**config.mk**
```make
export PLATFORM = sky130hd
export DESIGN_NAME = uart_rx_edge_sequencer
export DESIGN_NICKNAME = d
export VERILOG_FILES = /design/src/rtl/uart_rx_edge_sequencer_pkg.sv /design/src/rtl/uart_rx_edge_sequencer_fall_detect.sv /design/src/rtl/uart_rx_edge_sequencer.sv
export SDC_FILE = /design/constraint.sdc
export NUM_CORES = 1
export LEC_CHECK = 0
export CORE_UTILIZATION = 55
export CTS_CLUSTER_DIAMETER = 80
export CTS_CLUSTER_SIZE = 16
export DETAILED_ROUTE_END_ITERATION = 10
export GPL_TIMING_DRIVEN = 0
export PLACE_DENSITY = 0.76
export SLEW_MARGIN = 30
export SYNTH_ARGS = -nofsm -noshare
export SYNTH_HDL_FRONTEND = slang
export SYNTH_SLANG_ARGS = --single-unit
```
**constraint.sdc**
```tcl
create_clock -name clk -period 2.3 [get_ports clk]
set_clock_uncertainty 0.15 [all_clocks]
set_input_delay 0.46 -clock clk [delete_from_list [all_inputs] [get_ports clk]]
set_output_delay 0.46 -clock clk [all_outputs]
set_load 0.03 [all_outputs]
```
**src/rtl/uart_rx_edge_sequencer_pkg.sv**
```systemverilog
// Shared definitions for the UART receive sequencer.
//   - Default frame geometry (OVERSAMPLE, DATA_BITS).
//   - FSM state encodings S_IDLE..S_STOP, kept as fixed-width constants so the
//     encoding stays identical to the legacy register map.
package uart_rx_edge_sequencer_pkg;

  localparam int unsigned OVERSAMPLE_DEF = 16;
  localparam int unsigned DATA_BITS_DEF  = 8;

  localparam logic [2:0] S_IDLE   = 3'd0;
  localparam logic [2:0] S_START  = 3'd1;
  localparam logic [2:0] S_DATA   = 3'd2;
  localparam logic [2:0] S_PARITY = 3'd3;
  localparam logic [2:0] S_STOP   = 3'd4;

endpackage

```
**src/rtl/uart_rx_edge_sequencer_fall_detect.sv**
```systemverilog
// Falling-edge detector for the synchronised RX level.
// Ports:
//   clk    in  system clock, rising edge
//   rst_n  in  asynchronous active-low reset
//   level  in  synchronised line level
//   fall   out single-cycle pulse while level is 0 and the prior level was 1
// The prior level resets to 1 so a line idling high after reset never pulses.
module uart_rx_fall_detect (
  input  logic clk,
  input  logic rst_n,
  input  logic level,
  output logic fall
);

  logic prev_q;

  always_ff @(posedge clk or negedge rst_n) begin
    if (!rst_n) begin
      prev_q <= 1'b1;
    end else begin
      prev_q <= level;
    end
  end

  assign fall = prev_q & ~level;

endmodule

```
**src/rtl/uart_rx_edge_sequencer.sv**
```systemverilog
// UART receive sequencer: synchronises rx_in, arms start-bit qualification on
// a falling edge, counts oversample baud ticks to sample each bit at mid-bit
// and delivers one assembled frame per rx_valid pulse.
// Optional feature macro: UART_RX_PARITY_EN (adds PARITY state, par_odd and
// parity_err ports).
// Ports:
//   clk        in   system clock, rising edge
//   rst_n      in   asynchronous active-low reset
//   baud_tick  in   1-cycle strobe at OVERSAMPLE x baud rate
//   rx_in      in   asynchronous serial input, idle high
//   rx_en      in   receiver enable; low aborts any frame in progress
//   par_odd    in   [UART_RX_PARITY_EN] 1=odd, 0=even parity
//   parity_err out  [UART_RX_PARITY_EN] parity mismatch on last frame
//   rx_data    out  last received data, right-aligned, held between valids
//   rx_valid   out  1-cycle pulse: rx_data/frame_err updated
//   frame_err  out  stop bit sampled 0 on last frame
//   busy       out  receiver not idle
module uart_rx_edge_sequencer
  import uart_rx_edge_sequencer_pkg::*;
#(
  parameter int unsigned OVERSAMPLE  = OVERSAMPLE_DEF,
  parameter int unsigned DATA_BITS   = DATA_BITS_DEF,
  parameter int unsigned SYNC_STAGES = 2
) (
  input  logic                 clk,
  input  logic                 rst_n,
  input  logic                 baud_tick,
  input  logic                 rx_in,
  input  logic                 rx_en,
`ifdef UART_RX_PARITY_EN
  input  logic                 par_odd,
  output logic                 parity_err,
`endif
  output logic [DATA_BITS-1:0] rx_data,
  output logic                 rx_valid,
  output logic                 frame_err,
  output logic                 busy
);

  localparam int unsigned TW = $clog2(OVERSAMPLE);
  localparam int unsigned BW = $clog2(DATA_BITS + 1);

  localparam logic [TW-1:0] TICK_MID  = TW'(OVERSAMPLE / 2 - 1);
  localparam logic [TW-1:0] TICK_WRAP = TW'(OVERSAMPLE - 1);
  localparam logic [BW-1:0] BIT_LAST  = BW'(DATA_BITS - 1);

  // Input synchroniser, idles high like the line.
  logic [SYNC_STAGES-1:0] sync_q;
  logic                   rx_s;
  logic                   fall;

  always_ff @(posedge clk or negedge rst_n) begin
    if (!rst_n) begin
      sync_q <= '1;
    end else begin
      sync_q <= {sync_q[SYNC_STAGES-2:0], rx_in};
    end
  end

  assign rx_s = sync_q[SYNC_STAGES-1];

  uart_rx_fall_detect u_fall (
    .clk   (clk),
    .rst_n (rst_n),
    .level (rx_s),
    .fall  (fall)
  );

  logic [2:0]           state_q, state_d;
  logic [TW-1:0]        tick_q, tick_d;
  logic [BW-1:0]        bit_q, bit_d;
  logic [DATA_BITS-1:0] shreg_q, shreg_d;
  logic [DATA_BITS-1:0] data_q, data_d;
  logic                 valid_q, valid_d;
  logic                 ferr_q, ferr_d;
  logic                 tick_wrap;
`ifdef UART_RX_PARITY_EN
  logic                 pbit_q, pbit_d;
  logic                 perr_q, perr_d;
`endif

  assign tick_wrap = (tick_q == TICK_WRAP);

  always_comb begin
    state_d = state_q;
    tick_d  = tick_q;
    bit_d   = bit_q;
    shreg_d = shreg_q;
    data_d  = data_q;
    valid_d = 1'b0;
    ferr_d  = ferr_q;
`ifdef UART_RX_PARITY_EN
    pbit_d  = pbit_q;
    perr_d  = perr_q;
`endif
    if (!rx_en) begin
      // Abort: frame discarded, delivered outputs untouched.
      state_d = S_IDLE;
      tick_d  = '0;
      bit_d   = '0;
    end else begin
      case (state_q)
        S_IDLE: begin
          // Edge is taken regardless of baud_tick so a short pulse is never missed.
          if (fall) begin
            state_d = S_START;
            tick_d  = '0;
          end
        end
        S_START: begin
          if (baud_tick) begin
            if (tick_q == TICK_MID) begin
              if (rx_s) begin
                state_d = S_IDLE;
              end else begin
                state_d = S_DATA;
                tick_d  = '0;
                bit_d   = '0;
              end
            end else begin
              tick_d = tick_q + 1'b1;
            end
          end
        end
        S_DATA: begin
          if (baud_tick) begin
            if (tick_wrap) begin
              tick_d  = '0;
              // LSB arrives first; shifting in at the MSB leaves it right-aligned.
              shreg_d = {rx_s, shreg_q[DATA_BITS-1:1]};
              bit_d   = bit_q + 1'b1;
              if (bit_q == BIT_LAST) begin
`ifdef UART_RX_PARITY_EN
                state_d = S_PARITY;
`else
                state_d = S_STOP;
`endif
              end
            end else begin
              tick_d = tick_q + 1'b1;
            end
          end
        end
`ifdef UART_RX_PARITY_EN
        S_PARITY: begin
          if (baud_tick) begin
            if (tick_wrap) begin
              tick_d  = '0;
              pbit_d  = rx_s;
              state_d = S_STOP;
            end else begin
              tick_d = tick_q + 1'b1;
            end
          end
        end
`endif
        S_STOP: begin
          if (baud_tick) begin
            if (tick_wrap) begin
              state_d = S_IDLE;
              tick_d  = '0;
              valid_d = 1'b1;
              data_d  = shreg_q;
              ferr_d  = ~rx_s;
`ifdef UART_RX_PARITY_EN
              perr_d  = ((^shreg_q) ^ pbit_q) != par_odd;
`endif
            end else begin
              tick_d = tick_q + 1'b1;
            end
          end
        end
        default: begin
          state_d = S_IDLE;
          tick_d  = '0;
          bit_d   = '0;
        end
      endcase
    end
  end

  always_ff @(posedge clk or negedge rst_n) begin
    if (!rst_n) begin
      state_q <= S_IDLE;
      tick_q  <= '0;
      bit_q   <= '0;
      shreg_q <= '0;
      data_q  <= '0;
      valid_q <= 1'b0;
      ferr_q  <= 1'b0;
`ifdef UART_RX_PARITY_EN
      pbit_q  <= 1'b0;
      perr_q  <= 1'b0;
`endif
    end else begin
      state_q <= state_d;
      tick_q  <= tick_d;
      bit_q   <= bit_d;
      shreg_q <= shreg_d;
      data_q  <= data_d;
      valid_q <= valid_d;
      ferr_q  <= ferr_d;
`ifdef UART_RX_PARITY_EN
      pbit_q  <= pbit_d;
      perr_q  <= perr_d;
`endif
    end
  end

  assign rx_data   = data_q;
  assign rx_valid  = valid_q;
  assign frame_err = ferr_q;
  assign busy      = (state_q != S_IDLE);
`ifdef UART_RX_PARITY_EN
  assign parity_err = perr_q;
`endif

endmodule
```
* Yosys cells after proc, flatten, opt, wreduce, memory -nomap -nowiden
Index checks and enable logic that the tools add are counted.
** Operators by class
- $add $sub $neg :: 2
- Equal/unequal tests :: 18
- Mux-type cells :: 29
- Bitwise operators :: 2
- Reductions and logical operators :: 9
** Operator list (count)
- 4-bit two-way mux :: 12
- 3-bit inequality test, second input constant :: 10
- 3-bit two-way mux :: 9
- 4-bit case mux with 3 select lines :: 2
- 3-bit case mux with 4 select lines :: 1
- 4-bit AND reduction :: 3
- 4-bit by 1-bit adder with 4-bit output, second input constant :: 2
- 4-bit by 3-bit == test with 1-bit output, second input constant :: 2
- 8-bit AND reduction :: 1
- 6-bit AND reduction :: 1
- 4-bit == test, second input constant :: 1
- 1-bit two-way mux :: 4
- 4-bit inequality test, second input constant :: 1
- 2-bit OR reduction :: 2
- 3-bit by 1-bit == test with 1-bit output, second input constant :: 1
- 3-bit by 2-bit == test with 1-bit output, second input constant :: 1
- 3-bit == test, second input constant :: 1
- 3-bit zero test :: 1
- 3-bit nonzero test :: 1
- 2-bit two-way mux :: 1
- 2-bit inequality test, second input constant :: 1
- 1-bit bitwise AND :: 1
- 1-bit NOT :: 1
** Word-level totals
- Register bits after elaboration :: 32
- Input port bits :: 5
- Output and inout bits :: 11
- Logic and storage cells :: 69

* Depth between registers and ports, before layout
- Depth after elaboration :: 6
- Depth in mapped cells :: 6
- Mapped depth without buffers :: 5

* Modules after synthesis
Synthesis repeated with hierarchy kept, for this count alone.
** Second synthesis, totals
- Cells, all modules :: 119
- Area, all modules :: 1498.9 µm²
** Modules (own cells, without submodules)
- uart_rx_edge_sequencer :: times used 1, cells each 117, area an instance 1458.9 µm²
- uart_rx_fall_detect :: times used 1, cells each 2, area an instance 40.0 µm²

* Worst setup path before layout
No wires, ideal clock.
- Kind :: flip-flop to flip-flop
- Start point :: register tick_q[0]
- End point :: register data_q[1] (netlist: rx_data[1])
- Library setup time :: 0.125 ns
- Data arrival time :: 1.676 ns
- Slack :: 0.349 ns
- Cell stages (with the launch flop) :: 6
- Buffers on the path :: 1
- Clock period less this slack :: 1.951 ns
- Cells stage by stage :: dfrtp_1 > ha_1 > nand4_1 > or4_4 > buf_6 > mux2_4
** On the way
- Cells in the longest elaborated chain, start to end :: 2
** Ends and longest elaborated chain
- start, declared :: line uart_rx_edge_sequencer.sv:70 : logic [TW-1:0] tick_q, tick_d;
- start signal, assigned :: line uart_rx_edge_sequencer.sv:197 : tick_q <= tick_d;
- 4-bit == test :: line uart_rx_edge_sequencer.sv:82 : assign tick_wrap = (tick_q == TICK_WRAP);
- 4-bit AND reduction (no line)
- end signal, assigned :: line uart_rx_edge_sequencer.sv:200 : data_q <= data_d;
- end, declared :: line uart_rx_edge_sequencer.sv:73 : logic [DATA_BITS-1:0] data_q, data_d;
Every way passes these cells.
A chain may end at the register's enable or synchronous reset.

* Worst setup path after layout
- Start point :: input port rx_en
- End point :: register tick_q[0]
** On the way
- Cells in the longest elaborated chain, start to end :: 2
- Elaborated cells on any way between the ends :: 6
** Ends and longest elaborated chain
- start, declared :: line uart_rx_edge_sequencer.sv:29 : input logic rx_en,
- 4-bit inequality test (no line) / 3-bit inequality test (equally long branches)
- 4-bit AND reduction (no line)
Parallel ways exist; a longest one is shown, timed or not.

==> metrics.csv <==
stage,metric,value,unit
power_and_ir_drop,P_leak,0.000888,µW
global_routing,largest net degree at the start of global routing,33,
final_layout,final instance area,1850,µm²
global_routing,Overflow after GRT,0,
outcome,failing checks,negative hold slack,
clocking,CTS Buf Count,5,
logic_synthesis,Synth async-reset ratio,100,%
final_layout,area grow syn2layout,17.0,%
clocking,Clock Tree Root,clkbuf_4,
sta,Final setup viols,0,
logic_synthesis,Post-Syn Area,1580,µm²
clocking,"Clk Latency, worst-skew pair",340,ps
clocking,cts-stage hold buffer count,0,
sta,Max-Slew Margin vs Limit,53.4,%
logic_synthesis,Synth Area in Adders,1.58,%
route,Routed WL per cell,16.1,µm
place,dpl ws,-298,ps
clocking,TritonCTS clock tree,built,
power_and_ir_drop,worst vdd ir,569,µV
sta,final hold violations,1,
final_layout,Layout Utilization,67.6,%
route,total wire length,2850,µm
logic_synthesis,Post-synth top flop,dfrtp_1,
logic_synthesis,share of the synthesized area in the top cell type,46.0,%
route,Residual DRC,0,
sta,final worst setup slack,83.8,ps
logic_synthesis,Post-Synth Simple-Gate Area,14.7,%
final_layout,"commonest non-fill, non-tap cell in the layout",dfrtp_1,
sta,Final Critical Period,2220,ps
route,Pre-antenna DRT Iters,4,
clocking,CTS Buffer Depth,2,
min_path,Hold Crit Class,input port to async pin,
die,die height,55.6,µm
outcome,status,finished with violations,
worst_setup_path,Worst EP arrival,2300,ps
worst_setup_path,register-to-register setup slack,140,ps
sta,Hold Worst Slack,-0.161,ps
logic_synthesis,Post-Syn Area per Cell,12.8,µm²
final_layout,Post-layout nets,152,
worst_setup_path,worst setup path category,input port to flip-flop,
die,Initial Util,57.8,%
route,Iter 0 DRT Violations,29,
final_layout,n_diodes,0,
global_routing,first-pass GRT wire length,4920,µm
job,max-cap viol count,0,
sta,Tcrit/Tclk final,96.4,%
die,core box area,2730,µm²
logic_synthesis,Compound-Gate Fraction of Synth Area,11.2,%
logic_synthesis,Post-Synth XOR/XNOR Area,1.11,%
logic_synthesis,"top cells by area, synth","dfrtp_1 (46%), mux2_4 (6.7%), mux2_2 (5.7%), dfstp_2 (5.0%), mux2_1 (4.3%)",
die,Die Wd,55.6,µm
clocking,clock slew at reported path FFs,100,ps
sta,Worst-Margin Slew,699,ps
clocking,H-tree level count,2,
power_and_ir_drop,Cell Pwr Density,751,nW/µm²
clocking,setup bufs post-CTS,0,
place,placed cell areas,1760,µm²
worst_setup_path,"Req. time, crit path",2380,ps
worst_setup_path,worst-path fanout max,7,
global_routing,vias in the first global route,1041,
route,vias post-DR,1052,
place,post-detail-place hpwl,1920,µm
sta,Peak Freq,451,MHz
die,DIE AREA,3090,µm²
global_routing,global-route usage over all layers,21.1,%
logic_synthesis,mux contribution to synthesized area,17.3,%
worst_setup_path,critical path endpoint category,flip-flop,
worst_setup_path,Worst setup SP type,input port,
logic_synthesis,Post-synth EDFFs,0,
logic_synthesis,register area share after synthesis,51.0,%
sta,unrepaired setup endpoints after global routing,no,
logic_synthesis,largest family of logic cells by synthesized area,multiplexers,
route,Via density,5.94,
route,Routed Antenna Nets,0,
logic_synthesis,syn_nets,130,
sta,Slew Limit Fails,0,
place,routability congestion estimate from global placement,0.838,
logic_synthesis,leading area contributor after synthesis,dfrtp_1,
logic_synthesis,Yosys reg bits,32,
clocking,CTS sink cnt,32,
global_routing,initial antenna violation count,0,
logic_synthesis,Unique masters post-synth,44,
die,Std-Cell Rows,19,
logic_synthesis,Syn Inst Count,123,
place,# port buffers,15,
final_layout,most frequent cells in the layout,"dfrtp_1 (28), clkdlybuf4s50_1 (13), nand2_1 (9), mux2_2 (8), mux2_4 (7)",
die,IO Count,16,
final_layout,layout cells sized above 1,27.4,%
logic_synthesis,yosys warns,0,
-- flip-flops by register name, indices dropped and copies added, names as in the netlist --
register / cells
tick_q: 4
bit_q: 4
u_fall.prev_q: 1
rx_data: 8
shreg_q: 8
rx_valid: 1
frame_err: 1
state_q: 3
sync_q: 2
-- metrics by stage --
step / setup TNS [ps] / std cells / power (µW)
2_1_floorplan: 0 / 123 / 881
3_3_place_gp: -3890 / 169 / 960
3_5_place_dp: -4810 / 169 / 972
4_1_cts: 0 / 177 / 1390
5_1_grt: 0 / 177 / 1450
6_report: 0 / 177 / 1390
-- final timing paths --
path / from / to / cells after the start
max reg2reg: tick_q[0] / rx_data[7] / 5
min in group clk: sync_q[0] / sync_q[1] / 0
max in group asynchronous: rst_n / state_q[0] / 1
max: rx_en / tick_q[0] / 5
min reg2reg: sync_q[0] / sync_q[1] / 0
min: rst_n / bit_q[3] / 1
-- cell usage after synthesis, types with 2 or more instances --
cell and n:
a22o_1 2, buf_2 2, nand4_1 2, o211ai_1 2, nand3_1 3, buf_4 2, nor3_1 4, mux2_2 8
inv_1 4, ha_1 2, nand2b_1 3, dfrtp_1 29, xor2_1 2, nand2_1 9, a21o_1 2, nor2b_1 3
dfstp_2 3, mux2_4 7, o31ai_1 2, nor2_1 2, mux2_1 6, or3_1 2
-- where the power goes --
part           internal, µW  leakage [µW]  switching [µW]
sequential              593      0.000433            27.8
combinational           144      0.000413             197
clock                   228     0.0000422             197
total                   964      0.000888             422
-- worst max-delay path, stage by stage --
cell	delay (ps)
clkdlybuf4s50_1	620
nand4bb_1	270
o41ai_4	390
a21o_1	230
mux2_1	330
-- timing repair --
| action | in CTS | in global routing |
|---|---|---|
| hold endpoints to repair | 0 | 0 |
| gates resized for setup | 3 | 4 |
| endpoints found under the setup margin | 1 | 3 |
| pin swaps | 0 | 1 |
-- per-layer routing --
layer	track usage [%]	vias to the layer above	wire length [µm]
li1	-	495	-
met1	27.7	526	1290
met2	32.5	27	1370
met3	8.14	4	161
met4	6.07	0	32
met5	0	-	0
-- final cells by class --
class,instances,area (µm²)
buffer,5,36.3
clock buffer,6,41.3
inverter,4,15.0
clock inverter,2,35.0
fill,207,887
tap,31,38.8
multi-input combinational,82,734
sequential,32,806
timing repair buffer,15,140
-- cells by family after synthesis --
kind of cell,count (synthesis)
flip-flops,32
AO/OA/AOI/OAI,18
XOR/XNOR,2
adder cells (fa/ha/maj),2
AND/OR/NAND/NOR,38
multiplexers,22
buffers and inverters,9
Power figures use the tool's default switching activity.
